===== config.mk =====
export PLATFORM = sky130hd
export DESIGN_NAME = mips_input_port_ctrl
export DESIGN_NICKNAME = d
export VERILOG_FILES = /design/src/rtl/mips_port_pkg.sv /design/src/rtl/mips_btn_debounce.sv /design/src/rtl/mips_input_port_ctrl.sv
export SDC_FILE = /design/constraint.sdc
export NUM_CORES = 1
export LEC_CHECK = 0
export BUFFER_PORTS_ARGS = -buffer_cell sky130_fd_sc_hd__buf_2
export CELL_PAD_IN_SITES_DETAIL_PLACEMENT = 0
export CELL_PAD_IN_SITES_GLOBAL_PLACEMENT = 1
export CORE_ASPECT_RATIO = 0.5
export CORE_MARGIN = 4
export CORE_UTILIZATION = 41
export DETAILED_ROUTE_END_ITERATION = 10
export HOLD_SLACK_MARGIN = 0.05
export PLACE_DENSITY = 0.71
export SYNTH_ARGS = -nofsm -noshare
export SYNTH_HDL_FRONTEND = slang
export SYNTH_SLANG_ARGS = --single-unit

===== constraint.sdc =====
create_clock -name clk -period 1.6 [get_ports clk]
set_input_delay 0.16 -clock clk [delete_from_list [all_inputs] [get_ports clk]]
set_output_delay 0.16 -clock clk [all_outputs]
set_load 0.05 [all_outputs]

===== src/rtl/mips_port_pkg.sv =====
// Shared types and constants for the MIPS input-port producer.
// Build option: MIPS_PORT_DBNC_BYPASS_EN (see mips_btn_debounce).
package mips_port_pkg;

  typedef enum logic [1:0] {
    IDLE     = 2'd0,
    STAGED   = 2'd1,
    COMMIT   = 2'd2,
    WAIT_REL = 2'd3
  } port_state_e;

  localparam int unsigned STAGED_LO        = 0;
  localparam int unsigned STAGED_HI        = 1;
  localparam int unsigned DBNC_CYCLES_DFLT = 500000;
  localparam int unsigned CNT_W_DFLT       = 20;

endpackage


===== src/rtl/mips_btn_debounce.sv =====
// Two-flop synchronizer, level debouncer and rising-edge press pulse for one button.
// MIPS_PORT_DBNC_BYPASS_EN removes the debounce counter (level follows the synchronizer).
module mips_btn_debounce
  import mips_port_pkg::*;
#(
  parameter int unsigned DBNC_CYCLES = DBNC_CYCLES_DFLT,
  parameter int unsigned CNT_W       = CNT_W_DFLT
) (
  input  logic clk,
  input  logic rst,
  input  logic raw,
  output logic level,
  output logic press
);

  logic [1:0] sync;

  always_ff @(posedge clk) begin
    if (rst) sync <= 2'b00;
    else     sync <= {sync[0], raw};
  end

`ifdef MIPS_PORT_DBNC_BYPASS_EN

  always_ff @(posedge clk) begin
    if (rst) begin
      level <= 1'b0;
      press <= 1'b0;
    end else begin
      level <= sync[1];
      press <= sync[1] & ~level;
    end
  end

`else

  logic [CNT_W-1:0] cnt;

  // Count while the synchronized level disagrees; accept it after DBNC_CYCLES.
  always_ff @(posedge clk) begin
    if (rst) begin
      cnt   <= '0;
      level <= 1'b0;
      press <= 1'b0;
    end else begin
      press <= 1'b0;
      if (sync[1] == level) begin
        cnt <= '0;
      end else if (cnt == CNT_W'(DBNC_CYCLES)) begin
        cnt   <= '0;
        level <= sync[1];
        press <= sync[1];
      end else begin
        cnt <= cnt + CNT_W'(1);
      end
    end
  end

`endif

endmodule


===== src/rtl/mips_input_port_ctrl.sv =====
// Builds a 32-bit word from two switch captures and commits it to the MIPS input port.
// Build option: MIPS_PORT_DBNC_BYPASS_EN skips button debouncing (fast simulation).
module mips_input_port_ctrl
  import mips_port_pkg::*;
#(
  parameter int unsigned SW_WIDTH    = 16,
  parameter int unsigned DBNC_CYCLES = DBNC_CYCLES_DFLT,
  parameter int unsigned CNT_W       = CNT_W_DFLT
) (
  input  logic                  clk,
  input  logic                  rst,
  input  logic [SW_WIDTH-1:0]   sw_raw,
  input  logic                  sel_raw,
  input  logic                  btn_lo_raw,
  input  logic                  btn_hi_raw,
  input  logic                  btn_go_raw,
  output logic [2*SW_WIDTH-1:0] user_input,
  output logic                  port_sel,
  output logic                  port_en,
  output logic [1:0]            staged,
  output logic                  busy
);

  localparam int unsigned WORD_W = 2 * SW_WIDTH;

  logic [SW_WIDTH-1:0] sw_meta, sw_sync;
  logic                sel_meta, sel_sync;
  logic                lo_press, hi_press, go_press, go_level;
  logic                lo_level_unused, hi_level_unused;
  logic [WORD_W-1:0]   staging, staging_c;
  logic [1:0]          staged_c;
  port_state_e         state;

  // Switches are quasi-static: synchronize only.
  always_ff @(posedge clk) begin
    if (rst) begin
      sw_meta  <= '0;
      sw_sync  <= '0;
      sel_meta <= 1'b0;
      sel_sync <= 1'b0;
    end else begin
      sw_meta  <= sw_raw;
      sw_sync  <= sw_meta;
      sel_meta <= sel_raw;
      sel_sync <= sel_meta;
    end
  end

  mips_btn_debounce #(.DBNC_CYCLES(DBNC_CYCLES), .CNT_W(CNT_W)) u_dbnc_lo (
    .clk   (clk),
    .rst   (rst),
    .raw   (btn_lo_raw),
    .level (lo_level_unused),
    .press (lo_press)
  );

  mips_btn_debounce #(.DBNC_CYCLES(DBNC_CYCLES), .CNT_W(CNT_W)) u_dbnc_hi (
    .clk   (clk),
    .rst   (rst),
    .raw   (btn_hi_raw),
    .level (hi_level_unused),
    .press (hi_press)
  );

  mips_btn_debounce #(.DBNC_CYCLES(DBNC_CYCLES), .CNT_W(CNT_W)) u_dbnc_go (
    .clk   (clk),
    .rst   (rst),
    .raw   (btn_go_raw),
    .level (go_level),
    .press (go_press)
  );

  // Staging after this cycle's lo/hi captures; a same-cycle go commits this value.
  always_comb begin
    staging_c = staging;
    staged_c  = staged;
    if (lo_press) begin
      staging_c[SW_WIDTH-1:0] = sw_sync;
      staged_c[STAGED_LO]     = 1'b1;
    end
    if (hi_press) begin
      staging_c[WORD_W-1:SW_WIDTH] = sw_sync;
      staged_c[STAGED_HI]          = 1'b1;
    end
  end

  always_ff @(posedge clk) begin
    if (rst) begin
      state      <= IDLE;
      staging    <= '0;
      staged     <= 2'b00;
      user_input <= '0;
      port_sel   <= 1'b0;
      port_en    <= 1'b0;
      busy       <= 1'b0;
    end else begin
      port_en <= 1'b0;
      staging <= staging_c;
      staged  <= staged_c;
      case (state)
        IDLE, STAGED: begin
          if (go_press) begin
            state      <= COMMIT;
            busy       <= 1'b1;
            port_en    <= 1'b1;
            user_input <= staging_c;
            port_sel   <= sel_sync;
          end else if (lo_press || hi_press) begin
            state <= STAGED;
            busy  <= 1'b1;
          end
        end
        COMMIT: begin
          // Clear wins over a capture landing in this cycle; the data half still latches.
          staged <= 2'b00;
          state  <= WAIT_REL;
          busy   <= 1'b1;
        end
        WAIT_REL: begin
          if (!go_level) begin
            if (staged_c != 2'b00) begin
              state <= STAGED;
              busy  <= 1'b1;
            end else begin
              state <= IDLE;
              busy  <= 1'b0;
            end
          end
        end
        default: begin
          state <= IDLE;
          busy  <= 1'b0;
        end
      endcase
    end
  end

endmodule


==> flow_metrics.env, run 1 <==
export IMPL_die_y_um=97.21
export IMPL_r2r_start="u_dbnc_go.cnt[5]$_SDFF_PP0_"
export IMPL_p_int_uw=6794
export IMPL_cts_buffers_inserted=17
export IMPL_crit_required_ns=1.94
export IMPL_route_detailed_drc=0
export IMPL_pwr_share_clk_pct=46.8
export IMPL_hold_viol=0
export IMPL_final_cells=1029
export IMPL_path_delay_family="simple AND/OR/NAND/NOR gates"
export IMPL_clk_pin_slew_worst_paths_ns=0.07
export IMPL_syn_cell_area_um2=6526
export IMPL_slowest_delay_ns=0.50
export IMPL_p_leak_uw=0.003061
export IMPL_dpl_instance_area_um2=7477
export IMPL_port_buffers=58
export IMPL_drv_slew=0
export IMPL_clock_sinks=177
export IMPL_power_frac_seq_pct=51.0
export IMPL_r2r_slack_ns=-0.08
export IMPL_synthCells=681
export IMPL_r2r_cells=5
export IMPL_grt_pass1_vias=4849
export IMPL_dp_cells=970
export IMPL_ys_flop_type="dfxtp_1"
export IMPL_endpoint="u_dbnc_go.cnt[15]$_SDFF_PP0_"
export IMPL_maxCapViolCount=0
export IMPL_row_count=32
export IMPL_synth_fp_nets=709
export IMPL_syn_area_per_cell_um2=9.583
export IMPL_drt_pass1_iter_count=4
export IMPL_period_share_pct=104.7
export IMPL_async_flop_share_pct=0
export IMPL_swShare_pct=22.36
export IMPL_cts_tree="built"
export IMPL_comb_power_share_pct=2.2
export IMPL_grt_pass1_wl_mm=22.90
export IMPL_status="finished with violations"
export IMPL_setup_worst_path_class="reg2reg"
export IMPL_cp_cell_sequence="nand4_1 > buf_4 > or4_4 > or3_1 > a21oi_1"
export IMPL_synth_distinct_cells=40
export IMPL_rr_endpoint="u_dbnc_go.cnt[15]$_SDFF_PP0_"
export IMPL_initial_core_util_pct=42.12
export IMPL_grt_max_degree=61
export IMPL_wl_per_cell_um=13.01
export IMPL_multi_input_area_um2=2997
export IMPL_clock_root_buffer="clkbuf_16"
export IMPL_ant_nets=0
export IMPL_clockBufferDepth=2
export IMPL_critPathSlowestCell="or4_4"
export IMPL_skew_ns=0.008679
export IMPL_core_um2=15490
export IMPL_setup_viol=8
export IMPL_worst_path_max_fanout=4
export IMPL_synth_seq_area_share_pct=54.29
export IMPL_hold_slack_ns=0.1589
export IMPL_vias_per_cell=4.845
export IMPL_grt_setup_unrepaired="yes"
export IMPL_p_sw_uw=1957
export IMPL_fillerInstances=1372
export IMPL_max_clock_freq_ghz=0.5970
export IMPL_mostFrequentLayoutCells="143 x dfxtp_1, 129 x nor2_1, 61 x buf_4"
export IMPL_fp_dieArea_um2=18120
export IMPL_violations="negative setup slack"
export IMPL_worstSetupStartpoint="u_dbnc_go.cnt[5]$_SDFF_PP0_"
export IMPL_cp_num_buf_inv=1
export IMPL_fin_crit_ns=1.675
export IMPL_fin_nets=840
export IMPL_grt_antenna_before_repair=0
export IMPL_clkLatencyLatePin_ns=0.41
export IMPL_cp_arrival_ns=2.02
export IMPL_cts_max_level=4
export IMPL_relSlewSlack_pct=64.26
export IMPL_ir_drop_v=0.0008644
export IMPL_place_gp_congestion=0.7727
export IMPL_drt_iter0_drc=208
export IMPL_hold_class="in2reg"
export IMPL_synth_edf_count=0
export IMPL_design_area_um2=8573
export IMPL_grt_usage_pct=14.89
export IMPL_yosysWarningCount=0
export IMPL_grt_ovfl_total=0
export IMPL_routed_wl_mm=13.38
export IMPL_worst_slew_pin_slew_ns=0.5288
export IMPL_regArea_um2=3598
export IMPL_final_common_cell="dfxtp_1"
export IMPL_io_pins=59
export IMPL_area_delta_synth_final_pct=31.36
export IMPL_timing_critical_path_depth=5
export IMPL_num_vias=4986
export IMPL_num_antenna_cells=0
export IMPL_start_kind="flop"
export IMPL_end_kind="flop"
export IMPL_layout_drive_gt1_share_pct=28.97
export IMPL_dpl_hpwl_mm=8.879
export IMPL_setup_slack_ns=-0.07501
export IMPL_dieWidth_um=186.4
export IMPL_power_density_nw_per_um2=1021
export IMPL_synth_seq_cells=177
==> kinds of logic after synthesis <==
| group | Yosys count | share of synthesized area, % |
|---|---|---|
| and+or+nand+nor | 289 | 22.80 |
| DFF | 177 | 54.29 |
| AOI/OAI and AO/OA | 76 | 7.535 |
| buffers and inverters | 57 | 3.374 |
| xor gates and xnor gates | 42 | 5.636 |
| muxes | 34 | 5.215 |
| adders and majority gates | 6 | 1.150 |
==> how the worst min path moves through the flow <==
| stage | startpoint | to | slack, ns | cells after the start |
|---|---|---|---|---|
| after detailed placement | sw_raw[0] | sw_meta[0]$_SDFF_PP0_ | 0.38 | 2 |
| after floorplan | sel_raw | sel_meta$_SDFF_PP0_ | 0.29 | 1 |
| after CTS | rst | staging[2]$_SDFF_PP0_ | 0.15 | 2 |
| after global placement | sw_raw[2] | sw_meta[2]$_SDFF_PP0_ | 0.37 | 2 |
| final | rst | staging[17]$_SDFF_PP0_ | 0.16 | 2 |
| after global routing | rst | staging[17]$_SDFF_PP0_ | 0.16 | 2 |
==> layer usage <==
metal  routed length [um]  global-route usage (%)
met2                 6315                   25.08
met1                 6627                   19.62
met3                  321                   3.410
met5                    0                       0
met4                  118                   3.521
==> registers in the layout, summed over array words and instances, names as in the netlist, 2 cells and up <==
name,cells
sw_meta,16
staging,32
u_dbnc_hi.sync,2
state,2
u_dbnc_lo.cnt,20
u_dbnc_go.cnt,20
u_dbnc_lo.sync,2
sw_sync,16
u_dbnc_hi.cnt,20
u_dbnc_go.sync,2
staged,2
user_input,32
==> synth_stat cells, drive strengths merged, types with 15 or more instances <==
library cell	n	share of area [%]
a21oi	19	1.5
nand4	21	2.0
clkbuf	25	1.5
mux2i	34	5.2
nand2	15	0.86
nand3	19	1.5
a211oi	32	3.7
xor2	17	2.3
inv	23	1.3
nor2	129	7.4
nor2b	42	4.0
xnor2	25	3.4
dfxtp	177	54
==> stage by stage <==
stage | setup TNS, ns | worst slack [ns] | total power, uW | utilization [%]
after floorplan | -0.3179 | -0.07534 | 4660 | -
after global placement | -0.6160 | -0.09171 | 4724 | 48.26
after detailed placement | -1.688 | -0.1219 | 4727 | 48.26
after CTS | -0.1042 | -0.04035 | 8864 | 53.66
after global routing | -0.9658 | -0.1165 | 9080 | 55.33
final | -0.3511 | -0.07501 | 8751 | 55.33
==> worst reg2reg max path: stages (launching register included) <==
cell	delay [ns]
dfxtp_2	0.34
nand4_1	0.14
buf_4	0.17
or4_4	0.50
or3_1	0.32
a21oi_1	0.14
==> power groups by stage <==
stage,clock (uW),sequential (uW),combinational [uW]
detailed placement,0,4570,154
floorplan,0,4570,93.4
global placement,0,4570,153
finish,4090,4460,195
CTS,4200,4470,192
global route,4400,4470,219
==> timing repair <==
action | CTS | global route
setup buffers | 1 | 5
endpoints found under the hold margin | 20 | 0
resized for setup | 16 | 61
pin swaps | 7 | 13
setup endpoints to repair | 43 | 64
hold buffers | 20 | 0
gates cloned | 0 | 1
==> area by class of cell <==
class                   instances  share of cell area [%]
clock buffers                  18                   5.123
clock inverters                14                   1.708
multi-input cells             448                   34.95
flip-flops and latches        177                   41.97
inverters                      23                   1.036
repair buffers                145                   12.23
well taps                     204                   2.977
Note: power is estimated with default switching activity, not from simulation.
==> run 2, diff against run 1 <==
BUFFER_PORTS_ARGS = not set   (was -buffer_cell sky130_fd_sc_hd__buf_2)
CORE_UTILIZATION = 44   (was 41)
DONT_BUFFER_PORTS = 1   (was not set)
==> flow_metrics.env, run 2 (synthesized netlist as in run 1, its figures left out) <==
export IMPL_grt_max_degree=72
export IMPL_clock_root_buffer="clkbuf_16"
export IMPL_final_cells=1030
export IMPL_crit_required_ns=1.94
export IMPL_r2r_slack_ns=-0.07
export IMPL_cts_buffers_inserted=17
export IMPL_use_met3_pct=3.480
export IMPL_cp_arrival_ns=2.01
export IMPL_period_share_pct=104.3
export IMPL_layout_drive_gt1_share_pct=25.72
export IMPL_top_regs="staging x32, user_input x32"
export IMPL_worst_slew_pin_slew_ns=0.5028
export IMPL_dp_cells=937
export IMPL_clkLatencyLatePin_ns=0.42
export IMPL_power_density_nw_per_um2=993.0
export IMPL_initial_core_util_pct=44.99
export IMPL_drt_iter0_drc=185
export IMPL_routed_wl_mm=13.82
export IMPL_hp_start="rst"
export IMPL_design_area_um2=8870
export IMPL_fin_util_pct=61.14
export IMPL_vias_per_cell=4.913
export IMPL_area_delta_synth_final_pct=35.91
export IMPL_relSlewSlack_pct=66.44
export IMPL_mostFrequentLayoutCells="149 x dfxtp_1, 123 x nor2_1, 98 x buf_4"
export IMPL_ant_nets=0
export IMPL_clock_sinks=177
export IMPL_grt_ovfl_total=0
export IMPL_drv_slew=0
export IMPL_grt_usage_pct=16.08
export IMPL_final_common_cell="dfxtp_1"
export IMPL_cts_max_level=4
export IMPL_use_met2_pct=26.90
export IMPL_violations="negative setup slack"
export IMPL_r2r_cells=4
export IMPL_met1_usage_pct=21.05
export IMPL_status="finished with violations"
export IMPL_worstSetupStartpoint="u_dbnc_go.cnt[4]$_SDFF_PP0_"
export IMPL_wl_per_cell_um=13.42
export IMPL_grt_busiest_layer="met2"
export IMPL_grt_antenna_before_repair=0
export IMPL_worst_path_max_fanout=8
export IMPL_cts_tree="built"
export IMPL_drt_pass1_iter_count=4
export IMPL_rr_endpoint="u_dbnc_go.cnt[19]$_SDFF_PP0_"
export IMPL_p_leak_uw=0.003182
export IMPL_row_count=31
export IMPL_num_antenna_cells=0
export IMPL_setup_viol=16
export IMPL_start_kind="flop"
export IMPL_core_um2=14510
export IMPL_hold_path_end="u_dbnc_lo.cnt[16]$_SDFF_PP0_"
export IMPL_place_gp_congestion=0.7786
export IMPL_io_pins=59
export IMPL_skew_ns=0.01221
export IMPL_min_path_cells=4
export IMPL_route_detailed_drc=0
export IMPL_grt_pass1_wl_mm=22.59
export IMPL_maxCapViolCount=0
export IMPL_ir_drop_v=0.0008122
export IMPL_setup_slack_ns=-0.06811
export IMPL_clockBufferDepth=2
export IMPL_port_buffers=0
export IMPL_fp_dieArea_um2=16960
export IMPL_num_vias=5060
export IMPL_max_clock_freq_ghz=0.5995
export IMPL_end_kind="flop"
export IMPL_dpl_hpwl_mm=8.138
export IMPL_clk_pin_slew_worst_paths_ns=0.07
export IMPL_r2r_start="u_dbnc_go.cnt[4]$_SDFF_PP0_"
export IMPL_dpl_instance_area_um2=7397
export IMPL_fin_crit_ns=1.668
export IMPL_grt_setup_unrepaired="yes"
export IMPL_hold_viol=0
export IMPL_total_power_uw=8807
export IMPL_hold_class="in2reg"
export IMPL_die_y_um=94.12
export IMPL_setup_worst_path_class="reg2reg"
export IMPL_fin_nets=847
export IMPL_dieWidth_um=180.2
export IMPL_grt_pass1_vias=4739
run 2: cell types whose count changed in the layout (fill, tap and decap cells not counted), sizes merged, moves of 2 or more:
| cell | before | now |
|---|---|---|
| dlygate4sd3 | 20 | 45 |
| clkbuf | 18 | 20 |
| clkinv | 1 | 4 |
| clkinvlp | 4 | 2 |
| buf | 125 | 106 |
run 2: worst max path at each step:
stage                                         to  slack [ns]  depth (start not counted)
detailed placement  u_dbnc_lo.cnt[17]$_SDFF_PP0_       -0.14                          4
finish              u_dbnc_go.cnt[19]$_SDFF_PP0_       -0.07                          4
global placement     u_dbnc_go.cnt[6]$_SDFF_PP0_       -0.10                          7
global route        u_dbnc_lo.cnt[19]$_SDFF_PP0_       -0.14                          4
CTS                 u_dbnc_lo.cnt[19]$_SDFF_PP0_       -0.05                          4
floorplan           u_dbnc_go.cnt[17]$_SDFF_PP0_       -0.08                          5
run 2: through the flow:
stage                     setup TNS (ns)  setup slack [ns]  hold WS (ns)
after floorplan                  -0.3179          -0.07534        0.2882
after global placement            -2.147           -0.1031        0.2393
after detailed placement          -2.624           -0.1445        0.2422
after CTS                        -0.2052          -0.04807        0.1034
after global routing              -2.049           -0.1364       0.08636
final                            -0.2994          -0.06811       0.08407
run 2: what timing repair did:
| item | 4_1_cts | 5_1_grt |
|---|---|---|
| pin swaps | 8 | 16 |
| buffers inserted | 3 | 9 |
| hold buffers | 46 | 0 |
| cloned | 0 | 3 |
| resized for setup | 17 | 56 |
| hold endpoints to repair | 117 | 0 |
| endpoints found under the setup margin | 43 | 65 |
run 2: per-layer routing:
layer  part of all wire (%)  up-vias  wire [um]
li1                       -     2618          -
met1                     50     2377       6962
met2                     46       52       6316
met3                    2.9       13        402
met4                    1.0        0        138
met5                      0        -          0
run 2: layout make-up:
cell class	count	area, um^2
Clock buffer	18	439.2
Tap cell	198	247.7
Timing Repair Buffer	153	1360
Multi-Input combinational cell	447	2978
Fill cell	1269	5637
Clock inverter	14	162.7
Inverter	23	86.33
Sequential cell	177	3596
run 2: report_power, final:
group	switching (uW)	internal, uW	total, uW
clock network	1890	2270	4160
logic	72.8	111	184
registers	19.7	4440	4460
total	1990	6820	8810
run 2: critical path, stage by stage (launching register included):
cell and delay [ns]:
dfxtp_4 0.37, nand3_2 0.08, or4_4 0.57, or4_1 0.43
a21oi_1 0.16
